$ cat src/rtl/key_cond_pkg.sv
// Shared types and helpers for the key conditioner.
// Long-press logic is only built with KEY_COND_LONGPRESS_EN defined.
package key_cond_pkg;

    typedef enum logic [1:0] {
        StIdle,
        StArmed,
        StHeld
    } long_state_e;

    // Raw pin level of a released key.
    function automatic logic sync_rst_level(input bit active_low);
        return active_low ? 1'b1 : 1'b0;
    endfunction

    function automatic int unsigned clog2(input int unsigned value);
        int unsigned r;
        r = 0;
        while ((64'd1 << r) < 64'(value)) begin
            r++;
        end
        return r;
    endfunction

endpackage

$ cat src/rtl/key_cond_channel.sv
// One key channel: synchroniser, debounce filter, press/release pulses, long-press FSM.
// The long-press FSM is built only when KEY_COND_LONGPRESS_EN is defined.
module key_cond_channel
    import key_cond_pkg::*;
#(
    parameter bit          ACTIVE_LOW    = 1'b1,
    parameter int unsigned SYNC_STAGES   = 2,
    parameter int unsigned TIMEOUT       = 50000,
    parameter int unsigned TIMEOUT_WIDTH = 16,
    parameter int unsigned LONG_TICKS    = 1000,
    parameter int unsigned LONG_WIDTH    = 10
) (
    input  logic clk_i,
    input  logic rst_i,
    input  logic data_i,
    input  logic tick_i,
    output logic level_o,
    output logic press_o,
    output logic release_o,
    output logic long_pulse_o,
    output logic long_held_o
);

    // The chain carries the raw pin, so it resets to the released pin level;
    // XOR with ACTIVE_LOW at the tap gives the normalised "pressed" level.
    logic [SYNC_STAGES-1:0] sync_q;
    logic                   s;

    logic [TIMEOUT_WIDTH-1:0] cnt_q, cnt_d;
    logic                     stable_q, stable_d;
    logic                     press_q, release_q;
    logic                     accept, rise, fall;

    assign s = sync_q[SYNC_STAGES-1] ^ ACTIVE_LOW;

    always_comb begin
        cnt_d    = cnt_q;
        stable_d = stable_q;
        accept   = 1'b0;
        if (s == stable_q) begin
            cnt_d = '0;
        end else if (cnt_q == TIMEOUT_WIDTH'(TIMEOUT - 1)) begin
            stable_d = s;
            cnt_d    = '0;
            accept   = 1'b1;
        end else begin
            cnt_d = cnt_q + TIMEOUT_WIDTH'(1);
        end
    end

    assign rise = accept & s;
    assign fall = accept & ~s;

    always_ff @(posedge clk_i or posedge rst_i) begin
        if (rst_i) begin
            sync_q    <= {SYNC_STAGES{sync_rst_level(ACTIVE_LOW)}};
            cnt_q     <= '0;
            stable_q  <= 1'b0;
            press_q   <= 1'b0;
            release_q <= 1'b0;
        end else begin
            sync_q    <= {sync_q[SYNC_STAGES-2:0], data_i};
            cnt_q     <= cnt_d;
            stable_q  <= stable_d;
            press_q   <= rise;
            release_q <= fall;
        end
    end

    assign level_o   = stable_q;
    assign press_o   = press_q;
    assign release_o = release_q;

`ifdef KEY_COND_LONGPRESS_EN
    long_state_e           state_q, state_d;
    logic [LONG_WIDTH-1:0] ltc_q, ltc_d;
    logic                  long_pulse_q, long_pulse_d;

    // Arms on the same edge that flips stable, so press_pulse coincides with ARMED.
    always_comb begin
        state_d      = state_q;
        ltc_d        = ltc_q;
        long_pulse_d = 1'b0;
        case (state_q)
            StIdle: begin
                if (rise) begin
                    state_d = StArmed;
                    ltc_d   = '0;
                end
            end
            StArmed: begin
                if (fall) begin
                    state_d = StIdle;
                end else if (tick_i) begin
                    if (ltc_q == LONG_WIDTH'(LONG_TICKS - 1)) begin
                        state_d      = StHeld;
                        long_pulse_d = 1'b1;
                    end else begin
                        ltc_d = ltc_q + LONG_WIDTH'(1);
                    end
                end
            end
            StHeld: begin
                if (fall) begin
                    state_d = StIdle;
                end
            end
            default: state_d = StIdle;
        endcase
    end

    always_ff @(posedge clk_i or posedge rst_i) begin
        if (rst_i) begin
            state_q      <= StIdle;
            ltc_q        <= '0;
            long_pulse_q <= 1'b0;
        end else begin
            state_q      <= state_d;
            ltc_q        <= ltc_d;
            long_pulse_q <= long_pulse_d;
        end
    end

    assign long_pulse_o = long_pulse_q;
    assign long_held_o  = (state_q == StHeld);
`else
    logic                  unused_tick;
    logic [LONG_WIDTH-1:0] unused_long_ticks;

    assign unused_tick       = tick_i;
    assign unused_long_ticks = LONG_WIDTH'(LONG_TICKS);
    assign long_pulse_o      = 1'b0;
    assign long_held_o       = 1'b0;
`endif

endmodule

$ cat src/rtl/key_conditioner.sv
// N-channel key conditioner top: per-channel debounce plus a shared long-press tick prescaler.
// Long-press detection is built only when KEY_COND_LONGPRESS_EN is defined.
module key_conditioner
    import key_cond_pkg::*;
#(
    parameter int unsigned WIDTH         = 2,
    parameter bit          ACTIVE_LOW    = 1'b1,
    parameter int unsigned SYNC_STAGES   = 2,
    parameter int unsigned TIMEOUT       = 50000,
    parameter int unsigned TIMEOUT_WIDTH = 16,
    parameter int unsigned TICK_DIV      = 50000,
    parameter int unsigned LONG_TICKS    = 1000,
    parameter int unsigned LONG_WIDTH    = 10
) (
    input  logic             clk,
    input  logic             rst,
    input  logic [WIDTH-1:0] data_in,
    output logic [WIDTH-1:0] data_out,
    output logic [WIDTH-1:0] press_pulse,
    output logic [WIDTH-1:0] release_pulse,
    output logic [WIDTH-1:0] long_pulse,
    output logic [WIDTH-1:0] long_held
);

    logic tick;

`ifdef KEY_COND_LONGPRESS_EN
    localparam int unsigned TickWidth = (TICK_DIV > 1) ? clog2(TICK_DIV) : 1;

    logic [TickWidth-1:0] div_q;

    assign tick = (div_q == TickWidth'(TICK_DIV - 1));

    always_ff @(posedge clk or posedge rst) begin
        if (rst) begin
            div_q <= '0;
        end else if (tick) begin
            div_q <= '0;
        end else begin
            div_q <= div_q + TickWidth'(1);
        end
    end
`else
    logic [31:0] unused_tick_div;

    assign unused_tick_div = TICK_DIV;
    assign tick            = 1'b0;
`endif

    for (genvar i = 0; i < WIDTH; i++) begin : g_chan
        key_cond_channel #(
            .ACTIVE_LOW    (ACTIVE_LOW),
            .SYNC_STAGES   (SYNC_STAGES),
            .TIMEOUT       (TIMEOUT),
            .TIMEOUT_WIDTH (TIMEOUT_WIDTH),
            .LONG_TICKS    (LONG_TICKS),
            .LONG_WIDTH    (LONG_WIDTH)
        ) u_chan (
            .clk_i        (clk),
            .rst_i        (rst),
            .data_i       (data_in[i]),
            .tick_i       (tick),
            .level_o      (data_out[i]),
            .press_o      (press_pulse[i]),
            .release_o    (release_pulse[i]),
            .long_pulse_o (long_pulse[i]),
            .long_held_o  (long_held[i])
        );
    end

endmodule
$ cat config.mk
export PLATFORM = sky130hd
export DESIGN_NAME = key_conditioner
export DESIGN_NICKNAME = d
export VERILOG_FILES = /design/src/rtl/key_cond_pkg.sv /design/src/rtl/key_cond_channel.sv /design/src/rtl/key_conditioner.sv
export SDC_FILE = /design/constraint.sdc
export NUM_CORES = 1
export LEC_CHECK = 0
export BUFFER_PORTS_ARGS = -buffer_cell sky130_fd_sc_hd__buf_2
export CORE_MARGIN = 8
export CORE_UTILIZATION = 45
export CTS_CLUSTER_DIAMETER = 60
export DETAILED_ROUTE_END_ITERATION = 12
export HOLD_SLACK_MARGIN = 0.06
export PLACE_DENSITY_LB_ADDON = 0.15
export SYNTH_ARGS = -nofsm -noshare
export SYNTH_HDL_FRONTEND = slang
export SYNTH_HIERARCHICAL = 1
export SYNTH_SLANG_ARGS = --single-unit
$ cat constraint.sdc
create_clock -name clk -period 3.27 [get_ports clk]
set_clock_uncertainty 0.1 [all_clocks]
set_input_delay 0.654 -clock clk [delete_from_list [all_inputs] [get_ports clk]]
set_output_delay 0.654 -clock clk [all_outputs]
set_load 0.01 [all_outputs]
==> results of run 1 <==
[cells in the final DEF, fill, tap and decap left out, types with 5 or more instances in the layout]
cell type	count
nand4_1	6
dfrtp_1	38
nor3_1	8
inv_1	8
xnor2_1	26
nand3_1	10
nand2_1	8
nor4_2	10
buf_2	9
nor2_1	36
clkbuf_8	5
[power groups by stage]
| stage | clock network [mW] | registers (mW) | logic (mW) |
|---|---|---|---|
| after global routing | 0.436 | 0.539 | 0.0378 |
| after global placement | 0 | 0.547 | 0.0319 |
| after detailed placement | 0 | 0.547 | 0.0318 |
| after floorplan | 0 | 0.546 | 0.0297 |
| final | 0.396 | 0.537 | 0.0318 |
| after CTS | 0.415 | 0.537 | 0.0330 |
[worst min-delay path by stage]
stage                                 end                        from
2_1_floorplan  g_chan[0].u_chan/sync_q[1]  g_chan[0].u_chan/sync_q[0]
3_3_place_gp   g_chan[1].u_chan/sync_q[1]  g_chan[1].u_chan/sync_q[0]
3_5_place_dp   g_chan[0].u_chan/sync_q[1]  g_chan[0].u_chan/sync_q[0]
4_1_cts        g_chan[0].u_chan/sync_q[1]  g_chan[0].u_chan/sync_q[0]
5_1_grt        g_chan[1].u_chan/sync_q[1]  g_chan[1].u_chan/sync_q[0]
6_report       g_chan[0].u_chan/sync_q[1]  g_chan[0].u_chan/sync_q[0]
[area by class of cell]
type	instances	area (um2)	area share [%]
clock buffer	7	76.3	3.45
clock inverter	1	30.0	1.36
inverter	8	30.0	1.36
multi-input combinational	132	908	41.1
sequential	42	1060	47.8
tap	52	65.1	2.94
timing repair buffer	9	45.0	2.04
[worst max-delay path: stages, from the launching register on]
cell,delay (ps)
dfrtp_1,400
ha_1,230
and3_1,260
nand4_2,170
nand2_2,290
nor2_1,100
[state kept, by name, indices dropped and copies added, names as in the netlist]
register                 flops
g_chan.u_chan/press_o        2
g_chan.u_chan/sync_q         4
g_chan.u_chan/release_o      2
g_chan.u_chan/cnt_q         32
g_chan.u_chan/level_o        2
[stage by stage]
step | util [%] | setup WS [ps] | instances | hold slack (ps)
detailed placement | 48.3 | 1600 | 243 | 249
CTS | 50.8 | 1580 | 251 | 260
finish | 50.8 | 1600 | 251 | 259
global route | 50.8 | 1430 | 251 | 266
global placement | 48.3 | 1670 | 243 | 246
floorplan | - | 1810 | 188 | 245
[per-layer routing]
metal | vias to the layer above | global-route usage (%) | wire length, um
met5 | - | 0 | 0
met4 | 0 | 3.35 | 40
met3 | 6 | 4.10 | 147
met2 | 18 | 19.5 | 1860
met1 | 651 | 12.0 | 1500
li1 | 641 | - | -
==> Implementation_results.wiki, run 1 <==
{| class="wikitable"
! Metric !! Value
|-
| Worst setup path end || g_chan[0].u_chan/cnt_q[15]
|-
| Final antenna-violating net count || 0
|-
| Clock root buffer || clkbuf_8
|-
| Final Slew Violations || 0
|-
| Capturing point of the worst reg2reg path || g_chan[0].u_chan/cnt_q[15]
|-
| Post-Layout Inst Area || 2210 um2
|-
| CP Launch Type || flop
|-
| Worst R2R Setup Slack || 1600 ps
|-
| Number of antenna diodes || 0
|-
| Startpoint of the most critical setup path || g_chan[0].u_chan/cnt_q[0]
|-
| First-pass DRT Iterations || 4
|-
| Wire length of the first global-routing pass || 6330 um
|-
| Number of post-CTS setup repair buffers || 0
|-
| Cell internal pwr || 766 uW
|-
| Number of nets at the end of the flow || 204
|-
| Critical path capture point type || flop
|-
| Total leakage power || 0.896 nW
|-
| TritonCTS clock tree || done
|-
| Comb power frac || 3.3%
|-
| Number of CTS-inserted buffers || 5
|-
| Cells after Synth || 186
|-
| Required time worst endpoint || 3340 ps
|-
| Share of layout cells above drive strength 1 || 19.6%
|-
| Drt wl/cell || 14.1 um
|-
| Half-perimeter wire length after detailed placement || 2460 um
|-
| Share of total power in sequential cells || 55.7%
|-
| Critical path peak fanout || 15
|-
| Number of buffers on the longest clock path || 2
|-
| Remaining global-route overflow || 0
|-
| Post-CTS Resized || 0
|-
| Routed vias || 1316
|-
| Number of global-route vias before repair || 1365
|-
| All-Layer GR Usage || 11.1%
|-
| Part of the total power dissipated in the clock network || 41.0%
|-
| FF-to-FF path depth || 5
|-
| Reg2reg start || g_chan[0].u_chan/cnt_q[0]
|-
| Min-Delay Path Depth || 0
|-
| Result of the run || finished clean
|-
| Count of input and output buffers || 9
|-
| Die height || 83.3 um
|-
| DRC violation count after routing || 0
|-
| Count of yosys warnings during synthesis || 6
|-
| Setup TNS || 0 ps
|-
| Syn_area_per_cell || 11.0 um2
|-
| Placed inst area || 2100 um2
|-
| Insertion delay to the later sink of the worst-skew pair || 290 ps
|-
| Clock slew at the register clock pins of the worst setup and hold paths || 80 ps
|-
| Min cycle time layout || 1670 ps
|-
| Number of primary I/O pins || 14
|-
| Layout filler cell count || 394
|-
| Largest net degree at the start of global routing || 22
|-
| Hold-fix buffer count after cts || 0
|-
| Horizontal die dimension || 83.3 um
|-
| Overall Power || 966 uW
|-
| Max-cap check violation count || 0
|-
| Hold Path Class || reg -> reg
|-
| Number of H-tree levels || 2
|-
| Data arrival at the endpoint of the critical path || 1740 ps
|-
| Routability Congestion || 0.764
|-
| Part of the cycle the worst path needs || 51.2%
|-
| Number of antenna violations at the first check in global routing || 0
|-
| Psw || 199 uW
|-
| Switching share of total power || 20.6%
|-
| Highest clock rate || 598 MHz
|-
| Vias per cell || 5.24
|-
| Core region area || 4350 um2
|-
| Cell Pwr Density || 437 nW/um2
|-
| Pin slew with the least headroom to its limit || 789 ps
|-
| Worst setup path class || reg -> reg
|-
| Count of clock tree sinks || 42
|-
| Unrepaired setup endpoints after global routing || false
|-
| Wire length reported by the detailed router || 3540 um
|-
| Hold Violations, Final || 0
|-
| Final count of negative-setup-slack endpoints || 0
|-
| Highest ir drop seen on vdd || 0.266 mV
|-
| Core Rows || 24
|-
| Mapped Area || 2040 um2
|-
| Relative slew margins || 47.3%
|-
| Initial core utilization || 46.8%
|-
| Synth-to-layout area growth || 8.40%
|-
| Full die area || 6940 um2
|-
| Drt initial violations || 85
|}
No activity file was read; power rests on OpenSTA's default activity.
==> run 2: changes to the inputs <==
--- a/config.mk
+++ b/config.mk
@@ -5,6 +5,7 @@
 export SDC_FILE = /design/constraint.sdc
 export NUM_CORES = 1
 export LEC_CHECK = 0
+export ABC_AREA = 1
 export BUFFER_PORTS_ARGS = -buffer_cell sky130_fd_sc_hd__buf_2
 export CORE_MARGIN = 8
 export CORE_UTILIZATION = 45
==> constraint.sdc (replaced) <==
create_clock -name clk -period 1.65 [get_ports clk]
set_clock_uncertainty 0.1 [all_clocks]
set_input_delay 0.33 -clock clk [delete_from_list [all_inputs] [get_ports clk]]
set_output_delay 0.33 -clock clk [all_outputs]
set_load 0.01 [all_outputs]
==> run 2 against run 1 <==
Clock-buffer cell count increased by 1. Critical path depth increased by 1. Core utilization increased by 1.8 points. Sequential cell count is the same. Wire length is 23% higher. Fmax grew 9.9%. Register-to-register slack worse by 1500 ps. Area after synthesis up 6.6%.
==> Implementation_results.wiki, run 2 <==
{| class="wikitable"
! Metric !! Value
|-
| Result of the run || finished clean
|-
| Most common cell after layout, fill and taps aside || nor2_1
|-
| Largest delay contributor family on the critical path || simple AND/OR/NAND/NOR gates
|-
| Top register by number of flip-flops || g_chan.u_chan/cnt_q
|-
| Half-perimeter wire length after detailed placement || 3170 um (+29%)
|-
| WL met3 || 160 um (+8.8%)
|-
| Share of the core filled with cells || 52.6% (+1.8 points)
|-
| Layout Cells excl Fill || 357 (+42%)
|-
| Clock root buffer || clkbuf_8
|-
| Number of H-tree levels || 2 (unchanged)
|-
| Initial core utilization || 46.3% (-0.49 points)
|-
| Number of antenna violations at the first check in global routing || 0 (unchanged)
|-
| Final antenna-violating net count || 0 (unchanged)
|-
| Core Rows || 25 (+4.2%)
|-
| Synth-to-layout area growth || 13.5%
|-
| Register cell area after layout || 1060 um2 (unchanged)
|-
| Number of primary I/O pins || 14 (unchanged)
|-
| Layout filler cell count || 445 (+13%)
|-
| Final Slew Violations || 0 (unchanged)
|-
| Core region area || 4690 um2 (+7.8%)
|-
| FF-to-FF path depth || 6 (+1)
|-
| Wire length of the first global-routing pass || 7550 um (+19%)
|-
| Routed vias || 1718 (+31%)
|-
| Max-cap check violation count || 0 (unchanged)
|-
| Count of input and output buffers || 9 (unchanged)
|-
| Highest signal layer in the routed design || met4
|-
| Syn_area_per_cell || 7.77 um2 (-29%)
|-
| Remaining global-route overflow || 0 (unchanged)
|-
| Buf+Inv Stages, Crit Path || 0 (unchanged)
|-
| Critical path's slowest cell || dfrtp_1
|-
| Highest clock rate || 656 MHz (+9.9%)
|-
| Largest net degree at the start of global routing || 22 (unchanged)
|-
| Max reg flops || 32 (unchanged)
|-
| Cells after Synth || 280 (+51%)
|-
| Worst R2R Setup Slack || 130 ps (-1470 ps)
|-
| Cells along the critical path || ha_1 > nand3_2 > nor2_2 > nand2_2 > nand2_4 > nor2_1
|-
| Stage delay of the slowest cell on the critical path || 400 ps (about the same)
|-
| Number of nets at the end of the flow || 308 (+51%)
|-
| Commonest non-fill, non-tap cells in the layout || nor2_1, nand2_1, dfrtp_1
|-
| Hold Path Class || reg -> reg
|-
| Worst setup path end || g_chan[1].u_chan/cnt_q[4]
|-
| Highest ir drop seen on vdd || 0.383 mV (+44%)
|-
| Count of clock tree sinks || 42 (unchanged)
|-
| Registers with the highest flip-flop counts || g_chan.u_chan/cnt_q (32), g_chan.u_chan/sync_q (4)
|-
| Clock slew at the register clock pins of the worst setup and hold paths || 80 ps (about the same)
|-
| Startpoint of the most critical setup path || g_chan[1].u_chan/cnt_q[0]
|-
| Part of the cycle the worst path needs || 92.3% (+41 points)
|-
| Cell depth of the worst setup path || 6 (+1)
|-
| Die height || 85.5 um (+2.6%)
|-
| Detailed-routed wire length on met2 || 1760 um (-5.1%)
|-
| Drt initial violations || 78 (-8.2%)
|-
| Number of CTS-inserted buffers || 5 (unchanged)
|-
| Start point of the worst min-delay path || g_chan[0].u_chan/sync_q[0]
|-
| Critical path peak fanout || 8 (-7)
|-
| Worst setup path class || reg -> reg
|-
| Multi-input gate area in the final layout || 986 um2 (+8.5%)
|-
| Met1 wire length || 2380 um (+59%)
|-
| Setup TNS || 0 ps (unchanged)
|-
| DRC violation count after routing || 0 (unchanged)
|-
| Critical path capture point type || flop
|-
| Routability Congestion || 0.876 (+15%)
|-
| Required time worst endpoint || 1740 ps (-1600 ps)
|-
| Share of layout cells above drive strength 1 || 14.2% (-5.4 points)
|-
| TritonCTS clock tree || done
|-
| Horizontal die dimension || 85.5 um (+2.6%)
|-
| CP Launch Type || flop
|-
| Full die area || 7310 um2 (+5.3%)
|-
| Count of yosys warnings during synthesis || 6 (unchanged)
|-
| Cell Pwr Density || 782 nW/um2 (+79%)
|-
| Number of antenna diodes || 0 (unchanged)
|-
| Hold Violations, Final || 0 (unchanged)
|-
| Data arrival at the endpoint of the critical path || 1610 ps (-130 ps)
|-
| Placed Instances || 346 (+42%)
|-
| Number of global-route vias before repair || 1567 (+15%)
|-
| Vias per cell || 4.81 (-8.2%)
|-
| Capturing point of the worst reg2reg path || g_chan[1].u_chan/cnt_q[4]
|-
| Reg2reg start || g_chan[1].u_chan/cnt_q[0]
|-
| First-pass DRT Iterations || 4 (unchanged)
|-
| Wire length reported by the detailed router || 4370 um (+23%)
|-
| All-Layer GR Usage || 13.0% (+1.9 points)
|-
| Drt wl/cell || 12.2 um (-13%)
|-
| Total leakage power || 1.21 nW (+36%)
|-
| Number of buffers on the longest clock path || 2 (unchanged)
|-
| Final count of negative-setup-slack endpoints || 0 (unchanged)
|-
| Mapped Area || 2170 um2 (+6.6%)
|-
| Insertion delay to the later sink of the worst-skew pair || 290 ps (about the same)
|-
| Min cycle time layout || 1520 ps (-150 ps)
|}
## run 2: cell type report
class	instances	share of cell area, %
Sequential cell	42	42.8
Multi-Input combinational cell	200	40.0
Inverter	36	5.48
Timing Repair Buffer	17	4.56
Clock buffer	8	4.46
Tap cell	54	2.74
## run 2: worst min path at each step
stage	end	slack [ps]	depth (start not counted)
floorplan	g_chan[0].u_chan/cnt_q[0]	210	1
global placement	g_chan[0].u_chan/sync_q[1]	250	0
detailed placement	g_chan[0].u_chan/sync_q[1]	250	0
CTS	g_chan[0].u_chan/sync_q[1]	260	0
global route	g_chan[1].u_chan/sync_q[1]	270	0
finish	g_chan[0].u_chan/sync_q[1]	260	0
## run 2: report_power, final
group	internal [mW]	leakage, nW	total [mW]	switching (mW)
Combinational	0.0338	0.589	0.0924	0.0586
Sequential	1.05	0.568	1.07	0.0179
Clock	0.423	0.0575	0.771	0.348
## run 2: metal layers
layer  vias to the layer above  track usage, %
met4                         0            5.73
met1                       769            19.3
met3                         8            3.34
met2                        25            17.0
li1                        916               -
met5                         -               0
## run 2: stage by stage
| stage | worst slack [ps] | cell area [um2] | power (mW) | hold slack [ps] |
|---|---|---|---|---|
| finish | 127 | 2470 | 1.93 | 260 |
| global route | -2.97 | 2470 | 2.02 | 265 |
| CTS | 97.1 | 2440 | 1.96 | 261 |
| detailed placement | 106 | 2300 | 1.17 | 249 |
| global placement | 147 | 2300 | 1.17 | 249 |
| floorplan | 280 | 2180 | 1.15 | 205 |
## run 2: repair_timing
| action | CTS | global route |
|---|---|---|
| setup endpoints to repair | 0 | 16 |
| endpoints found under the hold margin | 40 | 0 |
| setup buffers | 0 | 0 |
| hold buffers | 3 | 0 |
| resized for setup | 0 | 5 |
